[src/rtl/mips_pkg.sv]
// Shared definitions for the MIPS-Lite pipeline control logic: opcode map,
// forwarding selects, FSM states and the per-stage hazard record.
package mips_pkg;

    localparam int REGISTERWIDTH = 5;   // register index width
    localparam int Instruct      = 32;  // instruction word width

    typedef enum logic [5:0] {
        OP_ADD  = 6'h00, OP_ADDI = 6'h01,
        OP_SUB  = 6'h02, OP_SUBI = 6'h03,
        OP_AND  = 6'h04, OP_ANDI = 6'h05,
        OP_OR   = 6'h06, OP_ORI  = 6'h07,
        OP_XOR  = 6'h08, OP_XORI = 6'h09,
        OP_SLT  = 6'h0A, OP_SLTI = 6'h0B,
        OP_LDW  = 6'h0C, OP_STW  = 6'h0D,
        OP_BZ   = 6'h0E, OP_BEQ  = 6'h0F,
        OP_JR   = 6'h10, OP_HALT = 6'h11
    } opcode_e;

    typedef enum logic [1:0] {
        FWD_RF  = 2'b00,
        FWD_MEM = 2'b01,
        FWD_WB  = 2'b10
    } fwd_sel_e;

    typedef enum logic [1:0] {
        ST_RUN,
        ST_DRAIN,
        ST_HALTED
    } pipe_state_e;

    // What the hazard logic remembers about an instruction in EX, MEM or WB.
    typedef struct packed {
        logic                     valid;
        logic                     writes;   // already cleared for rd == r0
        logic                     is_load;
        logic [REGISTERWIDTH-1:0] rd;
        logic [REGISTERWIDTH-1:0] rs1;
        logic [REGISTERWIDTH-1:0] rs2;
        logic                     uses1;
        logic                     uses2;
        logic                     is_halt;
    } hz_stage_t;

    // True when stage record p produces the register a consumer reads as src.
    function automatic logic producer_hit(hz_stage_t p, logic uses,
                                          logic [REGISTERWIDTH-1:0] src);
        return p.valid && p.writes && uses && (src != '0) && (p.rd == src);
    endfunction

endpackage

[src/rtl/opcode_classifier.sv]
// Maps a MIPS-Lite opcode to the operand/result properties the hazard logic
// needs. Unknown opcodes classify as NOP (no operands, no result).
module opcode_classifier
    import mips_pkg::*;
#(
    parameter int OPW = 6
) (
    input  logic [OPW-1:0] opcode,
    output logic           uses1,
    output logic           uses2,
    output logic           writes,
    output logic           is_load,
    output logic           is_branch,
    output logic           is_halt
);

    // Decode the opcode into its operand/result flags.
    always_comb begin
        // NOTE: combinational blocks assign with '=' and give every output a
        // default first, so no path through the case can infer a latch.
        uses1     = 1'b0;
        uses2     = 1'b0;
        writes    = 1'b0;
        is_load   = 1'b0;
        is_branch = 1'b0;
        is_halt   = 1'b0;
        case (opcode)
            OP_ADD, OP_SUB, OP_AND, OP_OR, OP_XOR, OP_SLT: begin
                uses1  = 1'b1;
                uses2  = 1'b1;
                writes = 1'b1;
            end
            OP_ADDI, OP_SUBI, OP_ANDI, OP_ORI, OP_XORI, OP_SLTI: begin
                uses1  = 1'b1;
                writes = 1'b1;
            end
            OP_LDW: begin
                uses1   = 1'b1;
                writes  = 1'b1;
                is_load = 1'b1;
            end
            OP_STW: begin
                uses1 = 1'b1;
                uses2 = 1'b1;
            end
            OP_BEQ: begin
                uses1     = 1'b1;
                uses2     = 1'b1;
                is_branch = 1'b1;
            end
            OP_BZ, OP_JR: begin
                uses1     = 1'b1;
                is_branch = 1'b1;
            end
            OP_HALT: begin
                is_halt = 1'b1;
            end
            default: ;
        endcase
    end

endmodule

[src/rtl/hazard_control_unit.sv]
// Pipeline sequencing controller for the 5-stage MIPS-Lite core.
// Tracks EX/MEM/WB destination records and drives stall, flush, forwarding
// and the HALT drain sequence.
// Build option: define HAZARD_FORWARDING_EN to enable operand forwarding
// (only load-use stalls remain); otherwise fwd_a/fwd_b are 00 and ID stalls
// on any EX or MEM producer.
module hazard_control_unit
    import mips_pkg::*;
#(
    parameter int REGW = REGISTERWIDTH,
    parameter int OPW  = 6
) (
    input  logic            clk,
    input  logic            reset,
    input  logic            id_valid,
    input  logic [OPW-1:0]  id_opcode,
    input  logic [REGW-1:0] id_rs1,
    input  logic [REGW-1:0] id_rs2,
    input  logic [REGW-1:0] id_rd,
    input  logic            ex_branch_taken,
    output logic            pc_write,
    output logic            ifid_write,
    output logic            ifid_flush,
    output logic            idex_bubble,
    output logic [1:0]      fwd_a,
    output logic [1:0]      fwd_b,
    output logic            halted
);

    logic        cls_uses1, cls_uses2, cls_writes, cls_is_load, cls_is_branch, cls_is_halt;
    hz_stage_t   id_rec, ex_q, mem_q, wb_q;
    pipe_state_e state_q;
    logic        halted_q;
    logic        stall;
    fwd_sel_e    fwd_a_sel, fwd_b_sel;

    opcode_classifier #(.OPW(OPW)) u_classifier (
        .opcode    (id_opcode),
        .uses1     (cls_uses1),
        .uses2     (cls_uses2),
        .writes    (cls_writes),
        .is_load   (cls_is_load),
        .is_branch (cls_is_branch),
        .is_halt   (cls_is_halt)
    );

    // Build the ID record; an empty ID slot yields an all-zero record that matches nothing.
    always_comb begin
        id_rec = '0;
        if (id_valid) begin
            id_rec.valid   = 1'b1;
            id_rec.writes  = cls_writes && (id_rd != '0);
            id_rec.is_load = cls_is_load;
            id_rec.rd      = id_rd;
            id_rec.rs1     = id_rs1;
            id_rec.rs2     = id_rs2;
            id_rec.uses1   = cls_uses1;
            id_rec.uses2   = cls_uses2;
            id_rec.is_halt = cls_is_halt;
        end
    end

    // Detect a RAW hazard that forces the ID instruction to wait.
    always_comb begin
        stall = 1'b0;
`ifdef HAZARD_FORWARDING_EN
        // Only a load in EX cannot be forwarded in time.
        if (ex_q.is_load) begin
            stall = producer_hit(ex_q, id_rec.uses1, id_rec.rs1) ||
                    producer_hit(ex_q, id_rec.uses2, id_rec.rs2);
        end
`else
        // WB is safe: the register file writes before it is read.
        stall = producer_hit(ex_q,  id_rec.uses1, id_rec.rs1) ||
                producer_hit(ex_q,  id_rec.uses2, id_rec.rs2) ||
                producer_hit(mem_q, id_rec.uses1, id_rec.rs1) ||
                producer_hit(mem_q, id_rec.uses2, id_rec.rs2);
`endif
    end

    // Select EX operand sources; the younger MEM result wins over WB.
    always_comb begin
        fwd_a_sel = FWD_RF;
        fwd_b_sel = FWD_RF;
`ifdef HAZARD_FORWARDING_EN
        if (producer_hit(mem_q, ex_q.uses1, ex_q.rs1))      fwd_a_sel = FWD_MEM;
        else if (producer_hit(wb_q, ex_q.uses1, ex_q.rs1))  fwd_a_sel = FWD_WB;
        if (producer_hit(mem_q, ex_q.uses2, ex_q.rs2))      fwd_b_sel = FWD_MEM;
        else if (producer_hit(wb_q, ex_q.uses2, ex_q.rs2))  fwd_b_sel = FWD_WB;
`endif
    end

    assign fwd_a  = fwd_a_sel;
    assign fwd_b  = fwd_b_sel;
    assign halted = halted_q;

    // Derive write enables, flush and bubble from FSM state, branch and stall.
    always_comb begin
        pc_write    = 1'b1;
        ifid_write  = 1'b1;
        ifid_flush  = 1'b0;
        idex_bubble = 1'b0;
        unique case (state_q)
            ST_RUN: begin
                if (ex_branch_taken) begin
                    // Branch beats a stall: the waiting ID instruction is discarded.
                    ifid_flush  = 1'b1;
                    idex_bubble = 1'b1;
                end else if (stall) begin
                    pc_write    = 1'b0;
                    ifid_write  = 1'b0;
                    idex_bubble = 1'b1;
                end
            end
            ST_DRAIN: begin
                // Freeze fetch and keep anything younger than HALT out of EX.
                pc_write    = 1'b0;
                ifid_write  = 1'b0;
                ifid_flush  = 1'b1;
                idex_bubble = 1'b1;
            end
            ST_HALTED: begin
                pc_write    = 1'b0;
                ifid_write  = 1'b0;
                idex_bubble = 1'b1;
            end
            default: ;
        endcase
    end

    // Advance the stage records one stage per cycle.
    always_ff @(posedge clk or posedge reset) begin
        // NOTE: the stage records are discrete flops rather than a RAM, so they
        // take the reset; their valid bits must read clear out of reset.
        if (reset) begin
            ex_q  <= '0;
            mem_q <= '0;
            wb_q  <= '0;
        end else begin
            // NOTE: sequential state uses '<=' so every record shifts on the
            // pre-edge value of the one ahead of it.
            ex_q  <= idex_bubble ? '0 : id_rec;
            mem_q <= ex_q;
            wb_q  <= mem_q;
        end
    end

    // RUN -> DRAIN -> HALTED sequencing with a registered halted flag.
    always_ff @(posedge clk or posedge reset) begin
        if (reset) begin
            state_q  <= ST_RUN;
            halted_q <= 1'b0;
        end else begin
            unique case (state_q)
                ST_RUN: begin
                    if (id_rec.is_halt && !stall && !ex_branch_taken) begin
                        state_q <= ST_DRAIN;
                    end
                end
                ST_DRAIN: begin
                    if (wb_q.valid && wb_q.is_halt) begin
                        state_q  <= ST_HALTED;
                        halted_q <= 1'b1;
                    end
                end
                ST_HALTED: begin
                    halted_q <= 1'b1;
                end
                default: begin
                    state_q <= ST_RUN;
                end
            endcase
        end
    end

endmodule
[config.mk]
export PLATFORM = sky130hd
export DESIGN_NAME = hazard_control_unit
export DESIGN_NICKNAME = d
export VERILOG_FILES = /design/src/rtl/mips_pkg.sv /design/src/rtl/opcode_classifier.sv /design/src/rtl/hazard_control_unit.sv
export SDC_FILE = /design/constraint.sdc
export NUM_CORES = 1
export LEC_CHECK = 0
export BUFFER_PORTS_ARGS = -buffer_cell sky130_fd_sc_hd__buf_2
export CAP_MARGIN = 5
export CORE_MARGIN = 4
export CORE_UTILIZATION = 43
export CTS_BUF_LIST = sky130_fd_sc_hd__clkbuf_8
export DETAILED_ROUTE_END_ITERATION = 12
export PLACE_DENSITY = 0.7
export SLEW_MARGIN = 20
export SYNTH_ARGS = -nofsm -noshare
export SYNTH_HDL_FRONTEND = slang
export SYNTH_SLANG_ARGS = --single-unit
[constraint.sdc]
create_clock -name clk -period 2.9 [get_ports clk]
set_input_delay 0.435 -clock clk [delete_from_list [all_inputs] [get_ports clk]]
set_output_delay 0.435 -clock clk [all_outputs]
set_load 0.05 [all_outputs]
==> results of run 1 <==
[power by group through the flow]
| stage | Sequential (µW) | Combinational (µW) | Clock (µW) |
|---|---|---|---|
| 2_1_floorplan | 415 | 386 | 0 |
| 3_3_place_gp | 428 | 477 | 0 |
| 3_5_place_dp | 431 | 494 | 0 |
| 4_1_cts | 425 | 495 | 190 |
| 5_1_grt | 437 | 549 | 200 |
| 6_report | 426 | 503 | 181 |
[final timing paths]
check | startpoint | to | slack, ns
worst max-delay path | id_rs1[0] | pc_write | 0.12
worst min-delay path | reset | state_q[0] | 0.32
worst max register to register | mem_q[16] | ex_q[16] | 0.79
worst min register to register | ex_q[0] | mem_q[0] | 0.35
max in group asynchronous | reset | mem_q[16] | 2.04
min in group clk | ex_q[0] | mem_q[0] | 0.35
[registers in the layout, indices dropped and copies added (netlist names)]
signal and count:
ex_q 8, mem_q 8, state_q 2, wb_q 2, halted 1
[cell usage after synthesis (all sizes together), types with 4 or more instances]
master	number	area share (%)
dfrtp	21	36
nand2	12	3.1
nor3	4	1.4
xnor2	5	3.0
nor2b	8	3.5
inv	9	2.3
nand2b	8	3.5
nor2	11	2.9
buf	7	3.3
o211ai	4	2.1
o21ai	7	2.7
or4	4	2.3
ha	4	3.5
[worst max-delay path: cells and delay by family]
family                 cells  cell delay [ns]
AO/OA/AOI/OAI              4             0.81
buffers and inverters      2             0.41
AND/OR/NAND/NOR            2             0.67
[metrics by stage]
stage,utilization (%),std cells,hold slack (ns)
after floorplan,-,160,0.331
after global placement,52.5,228,0.333
after detailed placement,52.5,228,0.336
after CTS,53.9,232,0.338
after global routing,54.2,232,0.372
final,54.2,232,0.318
[what timing repair did]
item	CTS	global route
endpoints found under the setup margin	0	1
setup buffers	0	0
gates resized for setup	0	4
[cell families (layout without fill, tap and decap cells)]
group                    Yosys count  count (layout)  synth area share, %
AO/OA/AOI/OAI                     43              43                 24.1
buffers and inverters             18              46                 6.17
flip-flops                        21              21                 36.5
XOR/XNOR                           7               7                 4.26
other                              1               4                0.260
adder cells (fa/ha/maj)            4               4                 3.48
AND/OR/NAND/NOR                   63              63                 25.3
[final cells by class]
cell class | instances | area [µm²] | share of cell area (%)
sequential | 21 | 527 | 31.0
tap | 44 | 55.1 | 3.24
clock buffer | 3 | 41.3 | 2.43
inverter | 9 | 33.8 | 1.99
timing repair buffer | 33 | 178 | 10.5
clock inverter | 1 | 3.75 | 0.221
multi-input combinational | 121 | 858 | 50.6
[layer usage]
layer | vias to the layer above | global-route usage, %
li1 | 633 | -
met1 | 599 | 22.9
met2 | 32 | 29.5
met3 | 4 | 3.57
met4 | 0 | 3.89
met5 | - | 0
==> impl_metrics.py, run 1 <==
metrics = {
    "yosys": {
        "yosys_warnings": 0,
        "synth_cells": 157,
        "seq_area_frac_synth_pct": 36.5,
        "ys_ff_latch": 21,
        "synth_flop_cell": "dfrtp_1",
        "synth_area_um2": 1440,
        "synth_edf_count": 0,
        "async_flop_share_pct": 100,
        "synth.distinct_cells": 53,
        "avgSynthCellArea_um2": 9.17,
    },
    "cts": {
        "cts-buffers-inserted": 3,
        "clk_pin_slew_worst_paths_ns": 0.07,
        "cts_root_buf": "clkbuf_8",
        "cts_buffer_depth": 2,
        "postCtsHoldBufs": 0,
        "cts_max_level": 1,
        "cts_sinks": 21,
        "tritoncts": "built",
        "insertion_delay_ns": 0.25,
    },
    "power": {
        "p_per_area_nw_per_um2": 654,
        "p_int_uw": 641,
        "comb_power_share_pct": 45.3,
        "clkPwrFrac_pct": 16.3,
        "seqPwrFrac_pct": 38.4,
        "p_leak_uw": 0.000734,
        "switching_share_pct": 42.2,
        "total_power_uw": 1110,
        "p_sw_uw": 468,
        "peakVddDrop_mv": 0.283,
    },
    "global_route": {
        "first_global_vias": 1247,
        "antenna_found_initial": 0,
        "track_usage_pct": 17.5,
        "grt_pass1_wl_um": 5730,
        "gr-total-overflow": 0,
        "grt_max_degree": 22,
    },
    "critical_path": {
        "critPathMaxStageDelay_ns": 0.51,
        "cp.required_ns": 2.47,
        "path_common_cell": "buf_2",
        "cp-start-kind": "input port",
        "r2r_cells": 7,
        "cp_slowest_cell": "or4_1",
        "crit_type": "input port to output port",
        "worstPathArrival_ns": 2.35,
        "crit_chain": "buf_2, or4_1, o211ai_1, a211oi_1, a22oi_2, nand2_1, a31oi_4, buf_2",
        "endpoint_kind": "output port",
        "path_max_fanout": 6,
    },
    "sta": {
        "finalSetupTns_ns": 0,
        "final.min_clock_period_ns": 2.78,
        "rsz0062_at_grt": "false",
        "fmax_mhz": 359,
        "relSlewSlack_pct": 47.1,
        "tightest_slew_ns": 0.793,
        "hold_viol": 0,
        "fin_skew_ns": 0.00205,
        "min_period_over_period_pct": 95.9,
        "setup_ws_ns": 0.118,
        "drv_slew": 0,
        "setup_violations": 0,
    },
    "job": {
        "maxCapViolCount": 0,
    },
    "final_layout": {
        "nFillCells": 315,
        "drive_gt1_share_pct": 25.5,
        "final_common_cell": "buf_2",
        "nets": 218,
        "layout_common_cells": "28 x buf_2, 20 x dfrtp_1, 12 x nand2_1, 11 x nor2_1, 10 x inv_1",
        "area_growth_syn_to_layout_pct": 17.8,
        "fin_area_um2": 1700,
        "diodes": 0,
    },
    "detailed_routing": {
        "wl_met1_um": 1610,
        "routed_wl_um": 3510,
        "via_per_inst": 5.47,
        "ant_nets": 0,
        "dr_wl_met2_um": 1720,
        "wire_per_inst_um": 15.1,
        "dr_wl_met3_um": 153,
        "firstDrtPassIters": 4,
        "top_layer": "met4",
        "via_count": 1268,
        "drt_first_iter_violations": 107,
        "drc": 0,
    },
    "placed_design": {
        "hpwl_um": 2830,
        "io_buffers": 29,
        "dpl_worst_slack_ns": 0.119,
        "post_dp_cell_area_um2": 1640,
        "gp_congestion": 0.893,
    },
    "die": {
        "core_um2": 3130,
        "ios": 34,
        "die_h_um": 65.9,
        "die_w_um": 65.9,
        "die_area_um2": 4340,
        "rows": 20,
        "start_util_pct": 46.0,
    },
    "min_path": {
        "hold_class": "input port to asynchronous set/reset pin",
    },
    "outcome": {
        "outcome": "completed",
    },
}
Power figures use the tool's default switching activity.
==> inputs of run 2 (changes only) <==
--- a/config.mk
+++ b/config.mk
@@ -12,6 +12,7 @@
 export CTS_BUF_LIST = sky130_fd_sc_hd__clkbuf_8
 export DETAILED_ROUTE_END_ITERATION = 12
 export PLACE_DENSITY = 0.7
+export REMOVE_ABC_BUFFERS = 1
 export SLEW_MARGIN = 20
 export SYNTH_ARGS = -nofsm -noshare
 export SYNTH_HDL_FRONTEND = slang
==> run 2 against run 1 <==
Non-clock buffer count unchanged. Worst hold slack got worse by 0.012 ns. Maximum frequency down 0.29%. Critical path depth did not move. Cell count is the same. Total power grew 0.64%. Clock-buffer cell count unchanged. Flip-flop and latch count did not move. Core utilization shrank 0.40 points.
==> impl_metrics.py, run 2 (synthesis gave the netlist of run 1 again) <==
metrics = {
    "outcome": {
        "outcome": "completed",
    },
    "cts": {
        "cts_buffer_depth": 2,
        "clk_pin_slew_worst_paths_ns": 0.08,
        "cts_max_level": 1,
        "insertion_delay_ns": 0.26,
        "cts-buffers-inserted": 3,
        "cts_root_buf": "clkbuf_8",
        "cts_sinks": 21,
        "tritoncts": "built",
    },
    "power": {
        "p_sw_uw": 480,
        "peakVddDrop_mv": 0.347,
        "p_leak_uw": 0.000735,
        "seqPwrFrac_pct": 38.2,
        "comb_power_share_pct": 44.3,
        "p_int_uw": 637,
        "p_per_area_nw_per_um2": 663,
        "switching_share_pct": 43.0,
        "clkPwrFrac_pct": 17.5,
    },
    "critical_path": {
        "r2r_slack_ns": 0.77,
        "worstPathArrival_ns": 2.36,
        "cp.required_ns": 2.47,
        "cp-start-kind": "register",
        "endpoint_kind": "output port",
        "crit_type": "register to output port",
        "path_max_fanout": 6,
    },
    "sta": {
        "fin_skew_ns": 0.00195,
        "setup_violations": 0,
        "relSlewSlack_pct": 47.5,
        "final.min_clock_period_ns": 2.79,
        "hold_viol": 0,
        "drv_slew": 0,
        "hold_ws_ns": 0.307,
        "fmax_mhz": 358,
        "finalSetupTns_ns": 0,
        "min_period_over_period_pct": 96.2,
        "rsz0062_at_grt": "true",
        "tightest_slew_ns": 0.787,
    },
    "die": {
        "die_w_um": 65.9,
        "ios": 34,
        "start_util_pct": 46.0,
        "core_um2": 3130,
        "rows": 20,
        "die_area_um2": 4340,
        "die_h_um": 65.9,
    },
    "detailed_routing": {
        "drc": 0,
        "ant_nets": 0,
        "via_per_inst": 5.63,
        "routed_wl_um": 3500,
        "firstDrtPassIters": 4,
        "drt_first_iter_violations": 98,
        "wire_per_inst_um": 15.1,
        "via_count": 1307,
    },
    "global_route": {
        "gr-usage-met2_pct": 30.7,
        "first_global_vias": 1334,
        "grt_max_degree": 22,
        "grt-busiest-layer": "met2",
        "track_usage_pct": 17.8,
        "grt_pass1_wl_um": 6030,
        "antenna_found_initial": 0,
        "use_met1_pct": 21.7,
        "gr-total-overflow": 0,
        "gr-usage-met3_pct": 4.59,
    },
    "final_layout": {
        "diodes": 0,
        "layout_common_cells": "27 x buf_2, 21 x dfrtp_1, 12 x nand2_1, 11 x nor2_1, 9 x inv_1",
        "nets": 218,
        "nFillCells": 307,
        "fin_area_um2": 1680,
        "stdcell_count": 232,
        "area_growth_syn_to_layout_pct": 16.9,
        "top_regs": "ex_q: 8 flops, mem_q: 8 flops",
        "final_common_cell": "buf_2",
        "drive_gt1_share_pct": 25.0,
    },
    "placed_design": {
        "place_inst": 228,
        "post_dp_cell_area_um2": 1630,
        "gp_congestion": 0.885,
        "hpwl_um": 2820,
        "io_buffers": 29,
    },
    "min_path": {
        "hold_class": "input port to asynchronous set/reset pin",
    },
    "job": {
        "maxCapViolCount": 0,
    },
}
[run 2: worst paths after layout]
check                              start          end  cells past startpoint
worst max-delay path            ex_q[15]  idex_bubble                      8
worst min-delay path               reset    mem_q[15]                      2
worst max register to register  ex_q[15]     ex_q[13]                      8
worst min register to register   ex_q[0]     mem_q[0]                      0
max in group asynchronous          reset     ex_q[13]                      2
min in group clk                 ex_q[0]     mem_q[0]                      0
[run 2: layout make-up]
type / count / area (µm²) / area share, %
inverters: 9 / 33.8 / 2.01
repair buffers: 33 / 180 / 10.7
multi-input cells: 121 / 843 / 50.1
clock inverters: 1 / 5.00 / 0.297
clock buffers: 3 / 41.3 / 2.45
well taps: 44 / 55.1 / 3.27
flip-flops and latches: 21 / 526 / 31.2
[run 2: power groups by stage]
stage,sequential (µW),combinational (µW),clock [µW]
global placement,429,468,0
finish,426,495,195
global route,437,537,217
detailed placement,432,486,0
CTS,426,489,203
floorplan,415,367,0
[run 2: critical path, stage by stage (launching register included)]
cell       delay, ns
dfrtp_1         0.48
xor2_1          0.21
a2bb2oi_1       0.17
a2111oi_2       0.40
buf_4           0.17
o21ai_2         0.07
a21boi_2        0.19
o31a_1          0.13
buf_2           0.26
[run 2: routing by layer]
metal,vias to the layer above,part of all wire (%)
li1,635,-
met1,617,42
met2,49,50
met3,6,7.5
met5,-,0
met4,0,0.83
[run 2: metrics by stage]
step / total power, µW / util, % / worst slack, ns
after floorplan: 783 / - / -0.655
after global placement: 896 / 52.0 / 0.148
after detailed placement: 918 / 52.0 / 0.133
after CTS: 1120 / 53.5 / 0.0416
after global routing: 1190 / 53.8 / -0.0307
final: 1120 / 53.8 / 0.110
[run 2: what timing repair did]
item	4_1_cts	5_1_grt
hold buffers	0	0
gates resized for setup	1	3
setup buffers	0	0
endpoints found under the setup margin	1	3
==> inputs of run 3 (changes only) <==
--- a/config.mk
+++ b/config.mk
@@ -7,11 +7,13 @@
 export LEC_CHECK = 0
 export BUFFER_PORTS_ARGS = -buffer_cell sky130_fd_sc_hd__buf_2
 export CAP_MARGIN = 5
+export CELL_PAD_IN_SITES_DETAIL_PLACEMENT = 0
+export CELL_PAD_IN_SITES_GLOBAL_PLACEMENT = 1
 export CORE_MARGIN = 4
 export CORE_UTILIZATION = 43
 export CTS_BUF_LIST = sky130_fd_sc_hd__clkbuf_8
 export DETAILED_ROUTE_END_ITERATION = 12
-export PLACE_DENSITY = 0.7
+export PLACE_DENSITY = 0.88
 export REMOVE_ABC_BUFFERS = 1
 export SLEW_MARGIN = 20
 export SYNTH_ARGS = -nofsm -noshare
==> constraint.sdc (replaced) <==
create_clock -name clk -period 3.35 [get_ports clk]
set_input_delay 0.5025 -clock clk [delete_from_list [all_inputs] [get_ports clk]]
set_output_delay 0.5025 -clock clk [all_outputs]
set_load 0.05 [all_outputs]
==> run 3 against run 2 <==
First-iteration DRC count grew 22%. Core utilization shrank 1.4 points. Clock skew is essentially flat. Critical path depth is the same. Sequential power shrank 13%. Design area shrank 2.5%. Combinational power shrank 15%. Register-to-register slack gained 0.49 ns. Sequential share of layout area grew 0.81 points. Highest routed layer unchanged.
==> impl_metrics.py, run 3 (synthesis gave the netlist of run 1 again) <==
metrics = {
    "outcome": {
        "outcome": "completed",
    },
    "critical_path": {
        "path_max_fanout": 28,
        "r2r_cells": 6,
        "worstPathArrival_ns": 2.52,
        "critPathTopFamily": "compound AO/OA/AOI/OAI gates",
        "path_common_cell": "buf_2",
        "cp.required_ns": 2.85,
        "worstSetupStartpoint": "id_valid",
        "rr_endpoint": "ex_q[15]",
        "cp-start-kind": "input port",
        "cp_slowest_cell": "a2111oi_0",
        "cp.buffers_inverters": 2,
        "r2r_start": "ex_q[14]",
        "crit_chain": "buf_2, nand3_1, a2bb2oi_1, a2111oi_0, o21ai_2, a21boi_2, o31a_1, buf_2",
        "critPathMaxStageDelay_ns": 0.56,
        "cp_num_cells": 8,
        "r2r_slack_ns": 1.26,
        "crit_type": "input port to output port",
        "endpoint_kind": "output port",
    },
    "cts": {
        "cts_max_level": 1,
        "insertion_delay_ns": 0.26,
        "tritoncts": "built",
        "cts_sinks": 21,
        "cts_setup_buffers": 0,
        "cts_root_buf": "clkbuf_8",
        "clk_pin_slew_worst_paths_ns": 0.07,
        "postCtsHoldBufs": 0,
        "cts_buffer_depth": 2,
        "cts-buffers-inserted": 3,
        "ctsResizeCount": 0,
    },
    "die": {
        "core_um2": 3130,
        "die_h_um": 65.9,
        "die_area_um2": 4340,
        "rows": 20,
        "die_w_um": 65.9,
        "start_util_pct": 46.0,
        "ios": 34,
    },
    "detailed_routing": {
        "routed_wl_um": 3440,
        "via_count": 1291,
        "wire_per_inst_um": 15.1,
        "firstDrtPassIters": 4,
        "drt_first_iter_violations": 120,
        "ant_nets": 0,
        "drc": 0,
        "via_per_inst": 5.66,
    },
    "final_layout": {
        "nFillCells": 304,
        "multi_input_area_um2": 837,
        "drive_gt1_share_pct": 22.3,
        "top_regs": "ex_q: 8 flops, mem_q: 8 flops",
        "layout_common_cells": "29 x buf_2, 21 x dfrtp_1, 12 x nand2_1, 11 x nor2_1, 10 x inv_1",
        "regArea_um2": 526,
        "nets": 214,
        "area_growth_syn_to_layout_pct": 14.0,
        "final_common_cell": "buf_2",
        "stdcell_count": 228,
        "diodes": 0,
    },
    "global_route": {
        "gr-usage-met3_pct": 2.38,
        "first_global_vias": 1287,
        "grt-busiest-layer": "met2",
        "gr-usage-met2_pct": 30.7,
        "grt_max_degree": 29,
        "antenna_found_initial": 0,
        "gr-total-overflow": 0,
        "track_usage_pct": 17.8,
        "grt_pass1_wl_um": 5870,
        "use_met1_pct": 22.4,
    },
    "placed_design": {
        "place_inst": 224,
        "hpwl_um": 2760,
        "io_buffers": 29,
        "dpl_worst_slack_ns": 0.356,
        "gp_congestion": 0.936,
    },
    "job": {
        "maxCapViolCount": 0,
    },
    "sta": {
        "finalSetupTns_ns": 0,
        "min_period_over_period_pct": 90.4,
        "hold_viol": 0,
        "tightest_slew_ns": 0.770,
        "relSlewSlack_pct": 48.6,
        "fmax_mhz": 330,
        "final.min_clock_period_ns": 3.03,
        "setup_ws_ns": 0.323,
        "fin_skew_ns": 0.00190,
        "rsz0062_at_grt": "false",
        "drv_slew": 0,
        "setup_violations": 0,
    },
    "power": {
        "peakVddDrop_mv": 0.413,
        "p_sw_uw": 404,
        "p_per_area_nw_per_um2": 579,
        "p_int_uw": 547,
        "seqPwrFrac_pct": 38.8,
        "switching_share_pct": 42.5,
        "p_leak_uw": 0.000713,
        "comb_power_share_pct": 44.2,
        "clkPwrFrac_pct": 17.0,
    },
    "min_path": {
        "hold_depth": 0,
        "hp-start": "mem_q[0]",
        "hold_class": "register to register",
        "hold_path_end": "wb_q[0]",
    },
}
[run 3: cell types whose count changed in the layout (fill, tap and decap cells not counted)]
cell	change
a2111oi_2	-1
buf_2	+2
inv_1	+1
a2111oi_0	+1
clkinv_2	-1
buf_4	-4
clkbuf_4	-2
[run 3: metal layers]
| metal | vias to the layer above | routed length, µm |
|---|---|---|
| met2 | 50 | 1670 |
| met1 | 610 | 1440 |
| met3 | 7 | 270 |
| met4 | 0 | 61 |
| met5 | - | 0 |
| li1 | 624 | - |
[run 3: per-stage QoR]
stage	area, µm²	utilization (%)	power (µW)	hold slack [ns]
after floorplan	1400	-	678	0.331
after global placement	1600	51.0	778	0.338
after detailed placement	1600	51.0	790	0.336
after CTS	1640	52.5	955	0.358
after global routing	1640	52.5	1020	0.383
final	1640	52.5	950	0.356
[run 3: worst max-delay path by stage]
stage,end
floorplan,ifid_write
global placement,idex_bubble
detailed placement,idex_bubble
CTS,idex_bubble
global route,idex_bubble
finish,idex_bubble
[run 3: cell type report]
cell class	instances	share of cell area (%)
Inverter	9	2.06
Clock inverter	1	0.229
Timing Repair Buffer	29	8.84
Tap cell	44	3.35
Sequential cell	21	32.0
Multi-Input combinational cell	121	51.0
Clock buffer	3	2.52
[run 3: power groups by stage]
stage	clock network, µW	logic (µW)	registers (µW)
floorplan	0	318	360
global placement	0	408	370
detailed placement	0	416	374
CTS	167	420	369
global route	177	466	379
finish	162	420	369
